===== config.mk =====
export PLATFORM = sky130hd
export DESIGN_NAME = i2c_slave_receiver
export DESIGN_NICKNAME = d
export VERILOG_FILES = /design/src/rtl/i2c_slave_receiver.sv
export SDC_FILE = /design/constraint.sdc
export NUM_CORES = 1
export LEC_CHECK = 0
export CELL_PAD_IN_SITES_DETAIL_PLACEMENT = 0
export CELL_PAD_IN_SITES_GLOBAL_PLACEMENT = 1
export CORE_ASPECT_RATIO = 1.2
export CORE_MARGIN = 5
export CORE_UTILIZATION = 30
export CTS_BUF_LIST = sky130_fd_sc_hd__clkbuf_16
export DETAILED_ROUTE_END_ITERATION = 8
export GPL_TIMING_DRIVEN = 0
export PLACE_DENSITY_LB_ADDON = 0.1
export SETUP_SLACK_MARGIN = 0.2
export SYNTH_ARGS = -nofsm -noshare
export SYNTH_HDL_FRONTEND = slang
export SYNTH_SLANG_ARGS = --single-unit

===== constraint.sdc =====
create_clock -name clock -period 3.3 [get_ports clock]
set_input_delay 0.99 -clock clock [delete_from_list [all_inputs] [get_ports clock]]
set_output_delay 0.99 -clock clock [all_outputs]
set_load 0.01 [all_outputs]

===== src/rtl/i2c_slave_receiver.sv =====
// Write-only I2C target: synchronizes SCL/SDA, decodes START/STOP, ACKs its own
// address and each data byte, and presents received bytes with a valid strobe.
module i2c_slave_receiver #(
    parameter logic [6:0] SlaveAddress = 7'h48,
    parameter int         SyncStages   = 2
) (
    input  logic       clock,
    input  logic       Reset,
    input  logic       SCL,
    input  logic       SDAIn,
    input  logic       AckEnable,
    output logic       SDADriveLow,
    output logic [7:0] DataOut,
    output logic       DataValid,
    output logic [7:0] ByteCount,
    output logic       Busy,
    output logic       StopDetected
);

    localparam int SyncW = (SyncStages < 2) ? 2 : SyncStages;

    localparam logic [2:0] StIdle    = 3'd0;
    localparam logic [2:0] StAddress = 3'd1;
    localparam logic [2:0] StAddrAck = 3'd2;
    localparam logic [2:0] StData    = 3'd3;
    localparam logic [2:0] StDataAck = 3'd4;
    localparam logic [2:0] StIgnore  = 3'd5;

    logic [SyncW-1:0] scl_sync_q, sda_sync_q;
    logic             scl_prev_q, sda_prev_q;

    always_ff @(posedge clock or negedge Reset) begin
        if (!Reset) begin
            scl_sync_q <= '0;
            sda_sync_q <= '0;
            scl_prev_q <= 1'b0;
            sda_prev_q <= 1'b0;
        end else begin
            scl_sync_q <= {scl_sync_q[SyncW-2:0], SCL};
            sda_sync_q <= {sda_sync_q[SyncW-2:0], SDAIn};
            scl_prev_q <= scl_sync_q[SyncW-1];
            sda_prev_q <= sda_sync_q[SyncW-1];
        end
    end

    logic scl_cur, sda_cur;
    logic scl_rise, scl_fall, start_evt, stop_evt;

    assign scl_cur   = scl_sync_q[SyncW-1];
    assign sda_cur   = sda_sync_q[SyncW-1];
    assign scl_rise  = !scl_prev_q && scl_cur;
    assign scl_fall  = scl_prev_q && !scl_cur;
    assign start_evt = scl_prev_q && scl_cur && sda_prev_q && !sda_cur;
    assign stop_evt  = scl_prev_q && scl_cur && !sda_prev_q && sda_cur;

    logic [2:0] state_q, state_d;
    logic [3:0] cnt_q, cnt_d;
    logic [7:0] shift_q, shift_d;
    logic [7:0] data_q, data_d;
    logic [7:0] bytes_q, bytes_d;
    logic       drive_q, drive_d;
    logic       valid_q, valid_d;
    logic       busy_q, busy_d;
    logic       stop_q, stop_d;

    // Bus conditions outrank clock edges; STOP outranks START.
    always_comb begin
        state_d = state_q;
        cnt_d   = cnt_q;
        shift_d = shift_q;
        data_d  = data_q;
        bytes_d = bytes_q;
        drive_d = drive_q;
        busy_d  = busy_q;
        valid_d = 1'b0;
        stop_d  = 1'b0;
        if (stop_evt) begin
            state_d = StIdle;
            drive_d = 1'b0;
            busy_d  = 1'b0;
            stop_d  = 1'b1;
        end else if (start_evt) begin
            state_d = StAddress;
            cnt_d   = 4'd0;
            bytes_d = 8'd0;
            drive_d = 1'b0;
            busy_d  = 1'b0;
        end else begin
            case (state_q)
                StAddress: begin
                    if (scl_rise && cnt_q < 4'd8) begin
                        shift_d = {shift_q[6:0], sda_cur};
                        cnt_d   = cnt_q + 4'd1;
                    end else if (scl_fall && cnt_q == 4'd8) begin
                        if (shift_q[7:1] == SlaveAddress && !shift_q[0]) begin
                            state_d = StAddrAck;
                            drive_d = 1'b1;
                            busy_d  = 1'b1;
                        end else begin
                            state_d = StIgnore;
                        end
                    end
                end
                StAddrAck, StDataAck: begin
                    if (scl_fall) begin
                        state_d = StData;
                        drive_d = 1'b0;
                        cnt_d   = 4'd0;
                    end
                end
                StData: begin
                    if (scl_rise && cnt_q < 4'd8) begin
                        shift_d = {shift_q[6:0], sda_cur};
                        cnt_d   = cnt_q + 4'd1;
                        if (cnt_q == 4'd7) begin
                            data_d  = {shift_q[6:0], sda_cur};
                            valid_d = 1'b1;
                            if (bytes_q != 8'hFF) begin
                                bytes_d = bytes_q + 8'd1;
                            end
                        end
                    end else if (scl_fall && cnt_q == 4'd8) begin
                        if (AckEnable) begin
                            state_d = StDataAck;
                            drive_d = 1'b1;
                        end else begin
                            state_d = StIgnore;
                            busy_d  = 1'b0;
                        end
                    end
                end
                StIgnore: begin
                    drive_d = 1'b0;
                end
                default: ;
            endcase
        end
    end

    always_ff @(posedge clock or negedge Reset) begin
        if (!Reset) begin
            state_q <= StIdle;
            cnt_q   <= 4'd0;
            shift_q <= 8'd0;
            data_q  <= 8'd0;
            bytes_q <= 8'd0;
            drive_q <= 1'b0;
            valid_q <= 1'b0;
            busy_q  <= 1'b0;
            stop_q  <= 1'b0;
        end else begin
            state_q <= state_d;
            cnt_q   <= cnt_d;
            shift_q <= shift_d;
            data_q  <= data_d;
            bytes_q <= bytes_d;
            drive_q <= drive_d;
            valid_q <= valid_d;
            busy_q  <= busy_d;
            stop_q  <= stop_d;
        end
    end

    assign SDADriveLow  = drive_q;
    assign DataOut      = data_q;
    assign DataValid    = valid_q;
    assign ByteCount    = bytes_q;
    assign Busy         = busy_q;
    assign StopDetected = stop_q;

endmodule


==> flow_summary_export.csv <==
group,metric,value,unit
status,status,"completed",
placement,pre_cts_ws,0.892,ns
hold_path,hold_class,"reg2reg",
power,power_density,539,mW/mm^2
drt,wl_met1,1780,microns
timing,slew_viol_final,0,
logic_synthesis,yosysUniqueCellTypes,42,
drt,wl_per_cell,14.2,microns
drt,drt_first_pass_iters,4,
clock_network,clock_latency,0.28,ns
drt,wl_met3,176,microns
drt,viasPerCell,4.77,
timing,max_freq,435,MHz
placement,detailed_place_hpwl,2950,microns
layout,layout_commonest_cell,"dfrtp_1",
worst_setup_path,reg2reg_slack,1.00,ns
power,power.switching,335,uW
die,die_area,0.00808,sq mm
drt,finalWirelength,4010,microns
timing,layout_setup_ws,1.00,ns
timing,fin_crit_sh,0.696,
logic_synthesis,yosysWarnings,0,
layout,drive_above_1_share,0.194,
layout,synthToLayoutAreaGrowth,26.2,%
placement,gp_congestion,0.816,
layout,diodes,0,
flow_run,cap_violations,0,
placement,portBuffers,24,
timing,period_needed,2.30,ns
global_routing,grt_first_pass_wirelength,6940,microns
logic_synthesis,synth_area,0.00191,sq mm
clock_network,clk_pin_slew,0.06,ns
power,peakVddDrop,0.288,mV
clock_network,cts-root-buf,"clkbuf_16",
power,pwr-share-seq,0.496,
clock_network,ctsHtreeMaxLevel,2,
drt,drt_iter0_markers,45,
logic_synthesis,synth_xor_area_frac,0.00916,
power,clkPwrFrac,0.356,
worst_setup_path,r2r.worst_path.cells,6,
hold_path,min_delay_path_depth,0,
clock_network,numCtsBuffers,5,
global_routing,grt_pass1_vias,1391,
drt,wl_met2,1980,microns
layout,finalNonFillerCells,283,
worst_setup_path,cp.required,3.50,ns
logic_synthesis,synth-simple-area-share,0.183,
layout,final_cell_mix,"41 x dfrtp_1, 23 x clkdlybuf4s50_1, 18 x mux2_2, 12 x nand2_1, 9 x nor2_1",
logic_synthesis,synth_top_family_by_area,"simple AND/OR/NAND/NOR gates",
power,p_int,965,uW
logic_synthesis,synth_compound_area_frac,0.103,
timing,hold_viol_final,0,
timing,tightest_slew,0.688,ns
timing,rsz0062_at_grt,"no",
clock_network,clockBufferDepth,2,
logic_synthesis,yosys.area_share.adder,0.0196,
worst_setup_path,endpoint_kind,"register",
power,p_sw_frac,0.258,
power,total_power,1.30,mW
logic_synthesis,syn_area_per_cell,11.4,sq um
die,die_h,97.5,microns
clock_network,cts_hold_buf,0,
die,pin_count,25,
die,start_util,0.312,
worst_setup_path,critical_path_class,"reg2reg",
drt,ant_nets,0,
logic_synthesis,syn-num-nets,176,
die,core,0.00613,sq mm
logic_synthesis,synthMuxAreaShare,0.116,
drt,vias,1350,
power,p_comb_frac,0.148,
drt,routed.top_layer,"met4",
clock_network,post-cts-setup-buffer-count,0,
logic_synthesis,ys_seq_elements,41,
timing,tns,0,ns
worst_setup_path,cp.arrival,2.50,ns
global_routing,grt_max_degree,31,
drt,drc,0,
clock_network,cts.sinks,41,
logic_synthesis,ys_seq_area_frac,0.537,
logic_synthesis,synth_cells,168,
die,die_w,82.9,microns
placement,dp_cells,275,
timing,fin_worst_skew,0.00410,ns
clock_network,cts_tree,"built",
worst_setup_path,cp-start-kind,"register",
global_routing,globalRouteOverflowTotal,0,
worst_setup_path,cp_max_fo,10,
layout,final_nets,208,
global_routing,grt_usage,0.106,
timing,slew_headroom,0.540,
clock_network,cts-resized-gates,0,
global_routing,antenna_found_initial,0,
power,p_leak,1.06,nW
die,rows,31,
timing,setup_violations,0,
==> flip-flops by register name, summed over array words and instances (netlist names) <==
register	count
ByteCount	8
DataOut	8
shift_q	8
cnt_q	4
state_q	3
scl_sync_q	2
sda_sync_q	2
Busy	1
DataValid	1
SDADriveLow	1
StopDetected	1
scl_prev_q	1
sda_prev_q	1
==> metrics by stage <==
stage | hold slack, ns | cell area, sq um | utilization
6_report | 0.353 | 2410 | 0.394
3_5_place_dp | 0.343 | 2270 | 0.370
5_1_grt | 0.360 | 2410 | 0.394
3_3_place_gp | 0.339 | 2250 | 0.368
4_1_cts | 0.359 | 2410 | 0.394
2_1_floorplan | 0.331 | 1910 | -
==> path summary, 6_finish.rpt <==
path | startpoint | endpoint
max | state_q[2] | ByteCount[5]
min | scl_sync_q[0] | scl_sync_q[1]
max reg2reg | state_q[2] | ByteCount[5]
min reg2reg | scl_sync_q[0] | scl_sync_q[1]
max in group asynchronous | Reset | cnt_q[3]
min in group asynchronous | Reset | Busy
==> area by class of cell <==
cell class / count / area [sq um]
fillers: 649 / 3720
flip-flops and latches: 41 / 1030
multi-input cells: 113 / 825
repair buffers: 25 / 255
clock buffers: 5 / 125
well taps: 82 / 103
plain buffers: 6 / 31.3
inverters: 8 / 30.0
clock inverters: 3 / 17.5
==> cell families after synthesis <==
kind of cell / count (synthesis)
compound gates: 30
xor+xnor: 2
fa+ha+maj: 3
buf+inv: 14
flops: 41
mux: 20
simple gates: 58
==> synth_stat cells (all sizes together) <==
cell | n | area [sq um]
and2 | 1 | 6.26
nor2b | 4 | 25.0
a21bo | 1 | 10.0
a31oi | 2 | 12.5
nor2 | 9 | 33.8
o21a | 1 | 7.51
o21ai | 4 | 20.0
nand2b | 4 | 32.5
nand4b | 1 | 8.76
a21oi | 8 | 40.0
dfrtp | 41 | 1030
a22oi | 1 | 7.51
nand4 | 2 | 12.5
ha | 3 | 37.5
and3 | 4 | 25.0
o211ai | 1 | 7.51
inv | 8 | 30.0
mux2 | 18 | 203
a22o | 2 | 17.5
a21o | 1 | 7.51
nand3 | 7 | 47.6
nand2 | 13 | 51.3
a211oi | 4 | 30.0
clkbuf | 3 | 11.3
o31ai | 2 | 15.0
buf | 3 | 20.0
o311a | 1 | 10.0
o22ai | 2 | 12.5
or4 | 2 | 15.0
mux2i | 2 | 20.0
xor2 | 2 | 17.5
nor4b | 3 | 41.3
nor3 | 2 | 10.0
and4 | 1 | 8.76
or2 | 4 | 25.0
or3 | 1 | 6.26
==> metal layers <==
layer  GRT usage  vias up
met3      0.0348        6
met5           0        -
met2       0.173       24
met4      0.0377        0
met1       0.132      656
li1            -      664
==> power groups by stage <==
stage	registers [mW]	logic (mW)	clock network [mW]
2_1_floorplan	0.636	0.138	0
3_3_place_gp	0.651	0.190	0
3_5_place_dp	0.654	0.196	0
4_1_cts	0.646	0.197	0.479
5_1_grt	0.657	0.219	0.500
6_report	0.645	0.192	0.463
==> critical path, cell delays in order, from the launching register on <==
cell and delay [ns]:
dfrtp_1 0.37, buf_6 0.14, nand2b_4 0.17, nor4b_4 0.60, nand3_4 0.24, or4_1 0.55, a21oi_1 0.15
(Power assumes the default switching activity.)
==> RTL edit 1 (config.mk and constraints unchanged) <==
Make the reset (`Reset`) synchronous in 2 clocked blocks.
--- a/src/rtl/i2c_slave_receiver.sv
+++ b/src/rtl/i2c_slave_receiver.sv
@@ -29,7 +29,7 @@
     logic [SyncW-1:0] scl_sync_q, sda_sync_q;
     logic             scl_prev_q, sda_prev_q;
 
-    always_ff @(posedge clock or negedge Reset) begin
+    always_ff @(posedge clock) begin
         if (!Reset) begin
             scl_sync_q <= '0;
             sda_sync_q <= '0;
@@ -137,7 +137,7 @@
         end
     end
 
-    always_ff @(posedge clock or negedge Reset) begin
+    always_ff @(posedge clock) begin
         if (!Reset) begin
             state_q <= StIdle;
             cnt_q   <= 4'd0;
Check against the original RTL: differs if Reset is asserted again (counterexample within 10 cycles, from zero or initial values and one cycle with Reset low); with Reset held inactive, the same outputs for 10 cycles.
==> RTL edit 1 against the original RTL <==
Setup slack got worse by 0.062 ns; global-route usage rose by 2.2 points; utilization fell by 0.34 points; sequential cell count did not move; cell area fell by 2.1%; first-iteration DRC count rose by 58%; routed wire length rose by 15%; area after synthesis fell by 2.3%; largest cell class is now multi-input gates; critical path depth fell by 1.
Power is not compared: it rests on default switching activity, and its combinational part moved more than twofold at a synthesized area within 25%.
==> RTL edit 1: results (changes against the original RTL) <==
Run status: complete, no violations (unchanged). The largest net degree at the start of global routing is 13 (was 31). The total wire length came out at 4610 µm (was 4010 µm). The non-clock buffering overhead in the final layout was 0.118 (was 0.119).

The proportion of layout cells with a drive suffix above 1 came out at 0.0595 (was 0.194). The non-clock inverter count in the final layout came out at 7 (was 8). Largest cells by area after synthesis: sky130_fd_sc_hd__dfxtp_1, sky130_fd_sc_hd__nand2_1, sky130_fd_sc_hd__a21oi_1 (was sky130_fd_sc_hd__dfrtp_1, sky130_fd_sc_hd__mux2_2, sky130_fd_sc_hd__nand2_1).

The sequential cell count came out at 41 (unchanged). The number of standard cells in the final layout excluding fillers came out at 334 (was 283). The area fraction of clock buffers and clock inverters is 0.0678 (was 0.0591).

The number of global-route vias before repair came out at 1608 (was 1391). The routability congestion estimate from global placement came out at 0.775 (was 0.816). The combined area of the multi-input logic cells is 972 µm² (was 825 µm²). The placed wire-length estimate came out at 3330 µm (was 2950 µm). The global-route wire length before repair is 7820 µm (was 6940 µm). The layout filler cell count came out at 673 (was 649). The placement-stage cell area is 2200 µm² (was 2270 µm²). The number of vias in the routed layout came out at 1677 (was 1350).

The number of DRC violations after detailed-routing iteration 0 came out at 71 (was 45). The area of all sequential standard cells came out at 821 µm² (was 1030 µm²). The post-synthesis async set-or-reset flop share is 0 (was 1.00). Cell types with the highest counts after synthesis: sky130_fd_sc_hd__nand2_1, sky130_fd_sc_hd__dfxtp_1, sky130_fd_sc_hd__a21oi_1 (was sky130_fd_sc_hd__dfrtp_1, sky130_fd_sc_hd__mux2_2, sky130_fd_sc_hd__nand2_1). The number of library cell types mapped by synthesis was 51 (was 42). The number of combinational gates with multiple inputs came out at 163 (was 113). The setup slack after placement is 0.658 ns (was 0.892 ns).

The number of buffers other than clock buffers in the final layout is 34 (was 31).
RTL edit 1: cell count changes in the layout (fill, tap and decap cells not counted), sizes merged, moves of 7 or more:
cell / delta
dfxtp: +41
dfrtp: -41
nand2: +32
and2: +7
mux2: -18
a21oi: +15
RTL edit 1: power groups by stage:
stage	Combinational (mW)	Clock, mW	Sequential (mW)
after floorplan	0.0407	0	0.518
after global placement	0.0623	0	0.518
after detailed placement	0.0620	0	0.518
after CTS	0.0625	0.559	0.507
after global routing	0.0683	0.580	0.508
final	0.0620	0.543	0.507
RTL edit 1: path summary, 6_finish.rpt:
| kind | from | endpoint | slack [ns] | cells after the start |
|---|---|---|---|---|
| setup / recovery | AckEnable | state_q[0] | 0.94 | 5 |
| hold / removal | scl_sync_q[0] | scl_sync_q[1] | 0.43 | 1 |
| setup reg to reg | shift_q[2] | state_q[0] | 1.31 | 4 |
| hold reg to reg | scl_sync_q[0] | scl_sync_q[1] | 0.43 | 1 |
RTL edit 1: layer usage:
| metal | global-route usage | wire length [µm] |
|---|---|---|
| met1 | 0.161 | 2160 |
| met3 | 0.0288 | 207 |
| met4 | 0.0623 | 124 |
| met2 | 0.209 | 2120 |
| met5 | 0 | 0 |
RTL edit 1: critical path: stages:
cell	delay, ns
sky130_fd_sc_hd__clkdlybuf4s50_1	0.48
sky130_fd_sc_hd__nand2_1	0.06
sky130_fd_sc_hd__a211o_1	0.30
sky130_fd_sc_hd__a221oi_1	0.50
sky130_fd_sc_hd__a22oi_1	0.17
RTL edit 1: kinds of logic after synthesis:
logic type	count (synthesis)	synth area share
flops	41	0.439
mux	3	0.0161
buf+inv	18	0.0402
fa+ha+maj	3	0.0201
xor+xnor	2	0.00938
compound gates	50	0.175
simple gates	105	0.299
==> RTL edit 2 (config.mk and constraints unchanged) <==
Without the edit above. The parameter `SyncStages` goes from 2 to 4.
--- a/src/rtl/i2c_slave_receiver.sv
+++ b/src/rtl/i2c_slave_receiver.sv
@@ -2,7 +2,7 @@
 // address and each data byte, and presents received bytes with a valid strobe.
 module i2c_slave_receiver #(
     parameter logic [6:0] SlaveAddress = 7'h48,
-    parameter int         SyncStages   = 2
+    parameter int         SyncStages   = 4
 ) (
     input  logic       clock,
     input  logic       Reset,
Check against the original RTL: not equivalent (Yosys sat finds a counterexample within 10 cycles, from zero or initial values and one cycle with Reset low).
==> RTL edit 2 against the original RTL <==
Total power up 12%; sequential cell count up 4; global-route usage up 0.63 points; cell area up 5.4%; area after synthesis up 5.8%; non-clock buffer count down 1; routed wire length up 9.7%; setup slack better by 0.022 ns; utilization down 0.17 points; synthesized cell count up 15%; largest power group unchanged.
==> RTL edit 2: results (changes against the original RTL) <==
The arithmetic-cell share of the synthesized area counting full adders, half adders and majority gates is 0.0186 (was 0.0196). The kind of cell adding the most delay to the critical path is buffers and inverters (was simple AND/OR/NAND/NOR gates). The required time of the critical path came to 2.31 ns (was 3.50 ns). Largest cells by area after synthesis: sky130_fd_sc_hd__dfrtp_1, sky130_fd_sc_hd__nand2_1, sky130_fd_sc_hd__mux2_2 (was sky130_fd_sc_hd__dfrtp_1, sky130_fd_sc_hd__mux2_2, sky130_fd_sc_hd__nand2_1). The number of cells after detailed placement is 303 (was 275). The number of library cell types mapped by synthesis is 41 (was 42). The slowest stage cell on the critical path is sky130_fd_sc_hd__clkdlybuf4s50_1 (was sky130_fd_sc_hd__nor4b_4). Cell types with the highest counts after synthesis: sky130_fd_sc_hd__dfrtp_1, sky130_fd_sc_hd__nand2_1, sky130_fd_sc_hd__nor2_1 (was sky130_fd_sc_hd__dfrtp_1, sky130_fd_sc_hd__mux2_2, sky130_fd_sc_hd__nand2_1). Run status: complete, no violations (unchanged). The global-route wire length before repair was 7600 µm (was 6940 µm). The net count after synthesis is 201 (was 176). The number of DRC violations after detailed-routing iteration 0 came out at 51 (was 45). The post-synthesis sequential area ratio is 0.557 (was 0.537).

The number of standard cells in the final layout excluding fillers came out at 311 (was 283). The cell count after synthesis came to 193 (was 168). The worst stage delay on the critical path came out at 0.57 ns (was 0.60 ns).

The peak supply drop was 0.242 mV (was 0.288 mV). The mux share of post-synthesis cell area came out at 0.0544 (was 0.116). The net count reported at finish came to 233 (was 208). The leakage power came out at 1.12 nW (was 1.06 nW). The proportion of layout cells with a drive suffix above 1 is 0.124 (was 0.194). The total global-route track usage came out at 0.113 (was 0.106). The number of global-route vias before repair is 1551 (was 1391). The total wire length came out at 4390 µm (was 4010 µm). The max-slew headroom at the worst pin is 0.553 (was 0.540). The number of vias in the routed layout came out at 1477 (was 1350). The xor-xnor portion of the synthesized cell area came out at 0.0260 (was 0.00916). The layout filler cell count is 657 (was 649). The routability congestion estimate from global placement came out at 0.799 (was 0.816).

The compound-cell area share of the yosys netlist came out at 0.0903 (was 0.103). The post-layout instance area is 2540 µm² (was 2410 µm²).
## RTL edit 2: cell count changes after synthesis, sizes merged, moves of 3 or more
cell	before	now
nand2	13	41
xnor2	0	5
and3	4	0
mux2	18	8
o21ai	4	10
inv	8	4
or2	4	1
nor2	9	15
dfrtp	41	45
## RTL edit 2: power by group
group	switching, mW	total, mW	internal (mW)
Clock	0.223	0.507	0.285
Combinational	0.117	0.238	0.121
Sequential	0.0805	0.714	0.634
Total	0.420	1.46	1.04
## RTL edit 2: cell type report
type | instances | area share
Timing Repair Buffer | 25 | 0.103
Tap cell | 85 | 0.0418
Sequential cell | 45 | 0.443
Clock buffer | 5 | 0.0492
Buffer | 5 | 0.00886
Multi-Input combinational cell | 138 | 0.337
Inverter | 5 | 0.00738
Clock inverter | 3 | 0.00984
## RTL edit 2: path summary, 6_finish.rpt
path,startpoint,endpoint,slack (ns),depth (start not counted)
max,ByteCount[2],ByteCount[2],1.02,1
min,sda_sync_q[0],sda_sync_q[1],0.35,0
max reg2reg,cnt_q[0],DataOut[7],1.52,7
min reg2reg,sda_sync_q[0],sda_sync_q[1],0.35,0
max in group asynchronous,Reset,ByteCount[1],2.12,2
min in group asynchronous,Reset,state_q[2],0.68,1
## RTL edit 2: kinds of logic (layout without fill, tap and decap cells)
kind of cell / after synthesis / in the layout
compound gates: 29 / 29
xor+xnor: 6 / 6
fa+ha+maj: 3 / 3
buf+inv: 10 / 43
flops: 45 / 45
mux: 10 / 10
simple gates: 90 / 90
## RTL edit 2: routing by layer
layer | vias up | GRT usage | share of wire
met5 | - | 0 | 0
met4 | 0 | 0.0402 | 0.0093
met2 | 30 | 0.190 | 0.49
li1 | 733 | - | -
met1 | 708 | 0.139 | 0.47
met3 | 6 | 0.0296 | 0.031
